--- src/rtl/axi_lite_arbiter.sv ---
// Two AXI4-Lite masters sharing one slave, with exactly one transaction in flight; slave VALIDs follow the grant by one cycle.
// Defining AXI_ARB_RR_EN selects round-robin tie-breaking; otherwise master 0 has fixed priority.
module axi_lite_arbiter #(
  parameter int ADDR_WIDTH = 32
) (
  input  logic                    clk,
  input  logic                    rst,
  input  logic [1:0]              M_AWVALID,
  output logic [1:0]              M_AWREADY,
  input  logic [2*ADDR_WIDTH-1:0] M_AWADDR,
  input  logic [1:0]              M_WVALID,
  output logic [1:0]              M_WREADY,
  input  logic [63:0]             M_WDATA,
  input  logic [7:0]              M_WSTRB,
  output logic [1:0]              M_BVALID,
  input  logic [1:0]              M_BREADY,
  output logic [3:0]              M_BRESP,
  input  logic [1:0]              M_ARVALID,
  output logic [1:0]              M_ARREADY,
  input  logic [2*ADDR_WIDTH-1:0] M_ARADDR,
  output logic [1:0]              M_RVALID,
  input  logic [1:0]              M_RREADY,
  output logic [63:0]             M_RDATA,
  output logic [3:0]              M_RRESP,
  output logic                    S_AWVALID,
  input  logic                    S_AWREADY,
  output logic [ADDR_WIDTH-1:0]   S_AWADDR,
  output logic [2:0]              S_AWPROT,
  output logic                    S_WVALID,
  input  logic                    S_WREADY,
  output logic [31:0]             S_WDATA,
  output logic [3:0]              S_WSTRB,
  input  logic                    S_BVALID,
  output logic                    S_BREADY,
  input  logic [1:0]              S_BRESP,
  output logic                    S_ARVALID,
  input  logic                    S_ARREADY,
  output logic [ADDR_WIDTH-1:0]   S_ARADDR,
  output logic [2:0]              S_ARPROT,
  input  logic                    S_RVALID,
  output logic                    S_RREADY,
  input  logic [31:0]             S_RDATA,
  input  logic [1:0]              S_RRESP,
  output logic [1:0]              grant,
  output logic [0:0]              busy
);

  typedef enum logic [2:0] {IDLE, RADDR, RDATA, WADDR, WRESP} state_t;

  state_t     state_q, state_d;
  logic [1:0] grant_q, grant_d;
  logic       aw_done_q, aw_done_d;
  logic       w_done_q, w_done_d;
  logic [1:0] req, wreq;
  logic       pick1;
  logic       win;
  logic       ar_hs, aw_hs, w_hs, r_hs, b_hs;

  assign wreq = M_AWVALID & M_WVALID;
  assign req  = M_ARVALID | wreq;
  assign win  = grant_q[1];

`ifdef AXI_ARB_RR_EN
  // prio_q names the master that wins a tie: the one not served last.
  logic prio_q;
  always_ff @(posedge clk or posedge rst) begin
    if (rst)
      prio_q <= 1'b0;
    else if (state_q != IDLE && state_d == IDLE)
      prio_q <= ~win;
  end
  assign pick1 = req[1] & (~req[0] | prio_q);
`else
  assign pick1 = req[1] & ~req[0];
`endif

  assign ar_hs = S_ARVALID & S_ARREADY;
  assign aw_hs = S_AWVALID & S_AWREADY;
  assign w_hs  = S_WVALID & S_WREADY;
  assign r_hs  = S_RVALID & S_RREADY;
  assign b_hs  = S_BVALID & S_BREADY;

  always_ff @(posedge clk or posedge rst) begin
    if (rst) begin
      state_q   <= IDLE;
      grant_q   <= 2'b00;
      aw_done_q <= 1'b0;
      w_done_q  <= 1'b0;
    end else begin
      state_q   <= state_d;
      grant_q   <= grant_d;
      aw_done_q <= aw_done_d;
      w_done_q  <= w_done_d;
    end
  end

  always_comb begin
    state_d   = state_q;
    grant_d   = grant_q;
    aw_done_d = aw_done_q;
    w_done_d  = w_done_q;
    case (state_q)
      IDLE: begin
        if (|req) begin
          grant_d   = pick1 ? 2'b10 : 2'b01;
          state_d   = wreq[pick1] ? WADDR : RADDR;
          aw_done_d = 1'b0;
          w_done_d  = 1'b0;
        end
      end
      RADDR: if (ar_hs) state_d = RDATA;
      RDATA: begin
        if (r_hs) begin
          state_d = IDLE;
          grant_d = 2'b00;
        end
      end
      WADDR: begin
        // AW and W complete independently; either order or both at once.
        if (aw_hs) aw_done_d = 1'b1;
        if (w_hs)  w_done_d  = 1'b1;
        if (aw_done_d && w_done_d) state_d = WRESP;
      end
      WRESP: begin
        if (b_hs) begin
          state_d = IDLE;
          grant_d = 2'b00;
        end
      end
      default: begin
        state_d = IDLE;
        grant_d = 2'b00;
      end
    endcase
  end

  // Slave VALIDs depend only on state, so they cannot drop before their handshake.
  assign S_ARVALID = (state_q == RADDR);
  assign S_AWVALID = (state_q == WADDR) & ~aw_done_q;
  assign S_WVALID  = (state_q == WADDR) & ~w_done_q;
  assign S_RREADY  = (state_q == RDATA) & M_RREADY[win];
  assign S_BREADY  = (state_q == WRESP) & M_BREADY[win];
  assign S_ARADDR  = win ? M_ARADDR[2*ADDR_WIDTH-1:ADDR_WIDTH] : M_ARADDR[ADDR_WIDTH-1:0];
  assign S_AWADDR  = win ? M_AWADDR[2*ADDR_WIDTH-1:ADDR_WIDTH] : M_AWADDR[ADDR_WIDTH-1:0];
  assign S_WDATA   = win ? M_WDATA[63:32] : M_WDATA[31:0];
  assign S_WSTRB   = win ? M_WSTRB[7:4] : M_WSTRB[3:0];
  assign S_AWPROT  = 3'b000;
  assign S_ARPROT  = 3'b000;

  always_comb begin
    M_ARREADY = 2'b00;
    M_AWREADY = 2'b00;
    M_WREADY  = 2'b00;
    M_RVALID  = 2'b00;
    M_BVALID  = 2'b00;
    M_RDATA   = 64'd0;
    M_RRESP   = 4'd0;
    M_BRESP   = 4'd0;
    case (state_q)
      RADDR: M_ARREADY[win] = S_ARREADY;
      RDATA: begin
        M_RVALID[win] = S_RVALID;
        M_RDATA       = win ? {S_RDATA, 32'd0} : {32'd0, S_RDATA};
        M_RRESP       = win ? {S_RRESP, 2'd0} : {2'd0, S_RRESP};
      end
      WADDR: begin
        M_AWREADY[win] = S_AWREADY & ~aw_done_q;
        M_WREADY[win]  = S_WREADY & ~w_done_q;
      end
      WRESP: begin
        M_BVALID[win] = S_BVALID;
        M_BRESP       = win ? {S_BRESP, 2'd0} : {2'd0, S_BRESP};
      end
      default: ;
    endcase
  end

  assign grant = grant_q;
  assign busy  = (state_q != IDLE);

endmodule
--- config.mk ---
export PLATFORM = sky130hd
export DESIGN_NAME = axi_lite_arbiter
export DESIGN_NICKNAME = d
export VERILOG_FILES = /design/src/rtl/axi_lite_arbiter.sv
export SDC_FILE = /design/constraint.sdc
export NUM_CORES = 1
export LEC_CHECK = 0
export ABC_AREA = 1
export BUFFER_PORTS_ARGS = -buffer_cell sky130_fd_sc_hd__buf_2
export CORE_AREA = 2 2 176 178
export DETAILED_ROUTE_END_ITERATION = 7
export DIE_AREA = 0 0 178 180
export SYNTH_ARGS = -nofsm -noshare
export SYNTH_HDL_FRONTEND = slang
export SYNTH_SLANG_ARGS = --single-unit
--- constraint.sdc ---
create_clock -name clk -period 2.4 [get_ports clk]
set_clock_uncertainty 0.05 [all_clocks]
set_input_delay 0.24 -clock clk [delete_from_list [all_inputs] [get_ports clk]]
set_output_delay 0.24 -clock clk [all_outputs]
set_load 0.02 [all_outputs]
Word-level counts from Yosys, hierarchy flattened --
Cells that the tools add are included. Widths: inputs -> output; s select.
Operators by class: eq/ne operators 9, bitwise operators 23, multiplexer cells 42, reduce and logical (&&, ||, !) cells 10, order comparisons 3
Operators with widths (count):
- $mux 64 | 2
- $mux 32 | 3
- $mux 2 | 10
- $mux 4 | 5
- $mux 3 | 5
- $pmux 3 s5 | 1
- $and 1x1->1 | 12
- $and 2x2->2 | 6
- $mux 1 | 12
- $ne 2x2->1 const B | 4
- $pmux 2 s4 | 1
- $eq 3x2->1 const B | 2
- $reduce_and 5->1 | 1
- $lt 1x2->1 const B | 2
- $not 1->1 | 4
- $pmux 1 s2 | 2
- $reduce_and 4->1 | 1
- $reduce_or 2->1 | 2
- $eq 3x1->1 const B | 1
- $eq 3x3->1 const B | 1
- $logic_not 3->1 | 1
- $reduce_bool 3->1 | 1
- $logic_and 1x1->1 | 2
- $ne 2x1->1 const B | 1
- other kinds (5) | 5
Storage, ports and cells: output and inout port bits 196, flip-flop bits (word level) 7, logic and storage cells 91

Longest topological paths before layout --
depth after elaboration 9, mapped depth 9, depth with buffers taken out 9

Worst setup path after synthesis --
Ideal clock, no wire load.
path type flip-flop to output port, from reg state_q[2], to out M_ARREADY[0], arrival time 1.493 ns, slack 0.617 ns, stages on the path, launching flop included 6, cells stage by stage dfrtp_1 -> inv_1 -> nand2_1 -> nor2_1 -> inv_1 -> nor3_1
Between the ends: cells in the longest elaborated chain, start to end 2
RTL lines:
- start, declared | RTL line 50 | state_t state_q, state_d;
- start signal, assigned | RTL line 90 | state_q <= state_d;
- $eq 3x1->1
- net S_ARVALID | RTL line 36 | output logic S_ARVALID,
- $mux 2 | RTL line 159 | case (state_q)
- end, declared | RTL line 19 | output logic [1:0] M_ARREADY,
The timed path passes the listed nets, and every way through them passes these cells.

Final worst setup path --
from reg grant_q[1], in the netlist grant[1], to out M_RDATA[61]
Between the ends: cells in the longest elaborated chain, start to end 2
RTL lines:
- start, declared | RTL line 51 | logic [1:0] grant_q, grant_d;
- start signal, assigned | RTL line 91 | grant_q <= grant_d;
- $mux 64 | RTL line 163 | M_RDATA = win ? {S_RDATA, 32'd0} : {32'd0, S_RDATA};
- $mux 64 | RTL line 159
- end, declared | RTL line 23 | output logic [63:0] M_RDATA,
Every way passes these cells.

==> results list <==
* Area growth from synthesis to layout: 119%
- Buffers placed on the I/O ports in this run total 442.
- The design draws 5010 uW.
- Average via count per standard cell: 3.42
- Post-route clock period utilization: 81.2%
- Crit path launch type: flip-flop
- Clock insertion delay at the later pin of the skew report: 230 ps
- In this run the most critical hold path is launched from M_ARVALID[0].
- Maximum number of pins on one net before global-route repair: 107
- In the global route stage, overall resource usage came out at 8.06%.
- Number of search-and-repair iterations in the first detailed-routing pass: 5
- The root buffer cell chosen for the clock tree is sky130_fd_sc_hd__clkbuf_16.
* RSZ-0062 raised after global routing: false
- The congestion estimate from routability-driven global placement came to 0.768.
- Synth warnings: 0
- Synthesis produced a netlist whose cell count is 543.
* Wire length of the first global-routing pass: 20500 um
* Post-synthesis sequential area ratio: 7.70%
* Residual antenna-violating net count after detailed routing: 0
* Netlist area before placement: 0.00228 mm2
* Avg WL per Cell: 10.6 um
- Number of pins with negative max-slew slack in the final report: 0
* Vias in the first global route: 4168
* PD cells: 1000 mW/mm2
* Final wirelength: 14400 um
- # IOs: 449
* Met2 Resource Use GR: 16.1%
- The die covers 0.0320 mm2.
- Max stage delay cell, worst path: sky130_fd_sc_hd__dfrtp_4
- Clock Tree Buf Depth: 2
- The layout has 3521 filler cells.
* Number of distinct library cell variants in the gate-level netlist after synthesis: 19
- Timing would allow up to 513 MHz.
- Final core area utilization: 16.5%
- Count of instances resized after the clock tree is built: 0
- Share of layout cells above drive strength 1: 47.3%
- The largest single stage delay on the critical path is 480 ps.
- The die is 178 um wide.
- The finished layout holds 1363 standard cells, fillers aside.
- CP delay by family, top: buffers and inverters
* Number of failing setup endpoints in the final timing report: 0
- Along the worst path, the maximum fanout reaches 35.
- In this run, synthesis produced a sequential element count of 7.
- At the worst endpoint, the arrival time is 1660 ps.
- Once the floorplan was initialized, standard cells occupied 7.54% of the core.
- Total congestion overflow after global routing: 0
- Combined flip-flop and latch cell area: 179 um2
- The wire-length estimate of the detail-placed layout is 12600 um.
- Post-CTS Hold Fix Bufs: 1
- The first routing iteration left 149 violations.
* Met3 Usage GRT: 1.59%
* Critical path type: reg2out
* H-tree levels: 1
- Type of the tightest min-delay check: in2reg
* Number of maximum-capacitance constraint violations: 0
- Clock tree from TritonCTS: done
* Count of clock tree sinks: 7
* Nets@finish: 1220
* Highest-utilization routing layer at the global route stage: met2
- Final Hold Viols: 0
- Required time of the worst setup path: 2110 ps
- Post-layout instance area: 0.00499 mm2
* Post-synthesis average cell area: 4.19 um2
- The critical path contains buffers and inverters numbering 3 combined.
* Register-to-register setup slack: 790 ps
- Endpoint kind of the worst setup timing path: primary output
* Final-layout setup total negative slack: 0 ps
- Peak supply drop: 0.637 mV
- Met1 global-route usage: 8.58%
- Crit path cell chain: buf_4 > nand2_1 > buf_4 > nor2_1 > buf_2
- The analysis attributes to cell leakage a power of 0.00353 uW.
- Area after detailed placement: 0.00490 mm2
* Result of the run: completed
- Worst-path clk slew: 40 ps
- Row cnt: 64
- The region available for standard cell placement spans 0.0302 mm2.
- The worst path needs 1950 ps of the cycle, external delays included.
- Number of buffers added for setup after CTS: 0
- Counting the buffers created by CTS gives 3.
- Area of the multi-input gates: 0.00174 mm2
- Cell seen most often among critical-path stages: sky130_fd_sc_hd__buf_4
- Number of vias after detailed routing: 4661
* Setup crit start: grant[1]
- Antenna violations before repair: 4
- Measured along the y axis, the die boundary spans 180 um.
* Number of DRC violations after detailed routing: 0
* Cell total after placement: 1357
- The worst register-to-register path begins at grant[1].
==> tightest hold or removal path: stages <==
cell and delay [ps]:
sky130_fd_sc_hd__buf_2 90, sky130_fd_sc_hd__inv_1 50, sky130_fd_sc_hd__nand4_1 80, sky130_fd_sc_hd__nand2_1 70
==> registers in the layout (all words and copies together), names as in the netlist <==
register	flops
aw_done_q	1
grant	2
state_q	3
w_done_q	1
==> through the flow <==
stage / hold WS (ps) / setup slack [ps]
after floorplan: -6.60 / 617
after global placement: 166 / 719
after detailed placement: 164 / 639
after CTS: 297 / 397
after global routing: 316 / 340
final: 296 / 451
==> cell families (layout without fill, tap and decap cells) <==
logic type	after synthesis	count (layout)	synth area share, %
buf+inv	91	509	16.7
other cells	1	7	0.165
simple gates	437	437	73.8
compound gates	7	7	1.70
flops	7	7	7.70
==> cell type report <==
cell class / count / area share, %
Tap cell: 396 / 9.93
Timing Repair Buffer: 449 / 45.7
Clock buffer: 4 / 1.58
Antenna cell: 1 / 0.0502
Inverter: 56 / 4.24
Multi-Input combinational cell: 450 / 34.9
Sequential cell: 7 / 3.59
==> cell usage after synthesis, drive strengths merged <==
| library cell | instances | share of area (%) |
|---|---|---|
| clkbuf | 14 | 2.3 |
| conb | 1 | 0.16 |
| nand4 | 2 | 0.55 |
| nor2 | 81 | 13 |
| nand2 | 338 | 56 |
| o21ai | 6 | 1.3 |
| and3 | 1 | 0.28 |
| buf | 21 | 5.1 |
| a31o | 1 | 0.38 |
| inv | 56 | 9.2 |
| nand3 | 5 | 1.3 |
| dfrtp | 7 | 7.7 |
| nor3 | 10 | 2.4 |
==> final timing paths <==
kind | depth (start not counted) | end
max in group asynchronous | 3 | grant[1]
worst min register to register | 2 | grant[0]
worst max register to register | 9 | state_q[0]
worst max-delay path | 5 | M_RDATA[61]
worst min-delay path | 4 | grant[1]
min in group asynchronous | 3 | w_done_q
==> cell usage in the layout (no fill, tap or decap) <==
cell type                       Yosys  layout
sky130_fd_sc_hd__nor3_1             9       9
sky130_fd_sc_hd__clkbuf_1          14       1
sky130_fd_sc_hd__nand4_1            2       2
sky130_fd_sc_hd__and3_1             1       1
sky130_fd_sc_hd__nor2_2             1       1
sky130_fd_sc_hd__dfrtp_4            0       1
sky130_fd_sc_hd__clkinv_2           0       1
sky130_fd_sc_hd__nor3_2             1       1
sky130_fd_sc_hd__o21ai_0            6       6
sky130_fd_sc_hd__nand3_1            4       4
sky130_fd_sc_hd__conb_1             1       6
sky130_fd_sc_hd__nand3_2            1       1
sky130_fd_sc_hd__buf_2             12     442
sky130_fd_sc_hd__buf_12             0       1
sky130_fd_sc_hd__diode_2            0       1
sky130_fd_sc_hd__buf_4              6       5
sky130_fd_sc_hd__dlygate4sd3_1      0       1
sky130_fd_sc_hd__dfrtp_1            7       6
sky130_fd_sc_hd__inv_1             55      55
sky130_fd_sc_hd__nor2_1            80      80
sky130_fd_sc_hd__nand2_1          338     338
sky130_fd_sc_hd__clkbuf_16          0       3
sky130_fd_sc_hd__a31o_2             1       1
==> where the power goes <==
part | internal, uW | total (uW) | switching (uW)
Sequential | 176 | 233 | 57.1
Combinational | 1350 | 4490 | 3140
Clock | 221 | 283 | 62.0
Total | 1740 | 5010 | 3260
==> metal layers <==
layer | wire length, um | vias to the layer above | share of wire [%]
met5 | 18 | - | 0.12
met4 | 185 | 4 | 1.3
met3 | 1540 | 18 | 11
met2 | 7370 | 292 | 51
met1 | 5300 | 1940 | 37
li1 | - | 2407 | -
Note: power is estimated with default switching activity, not from simulation.
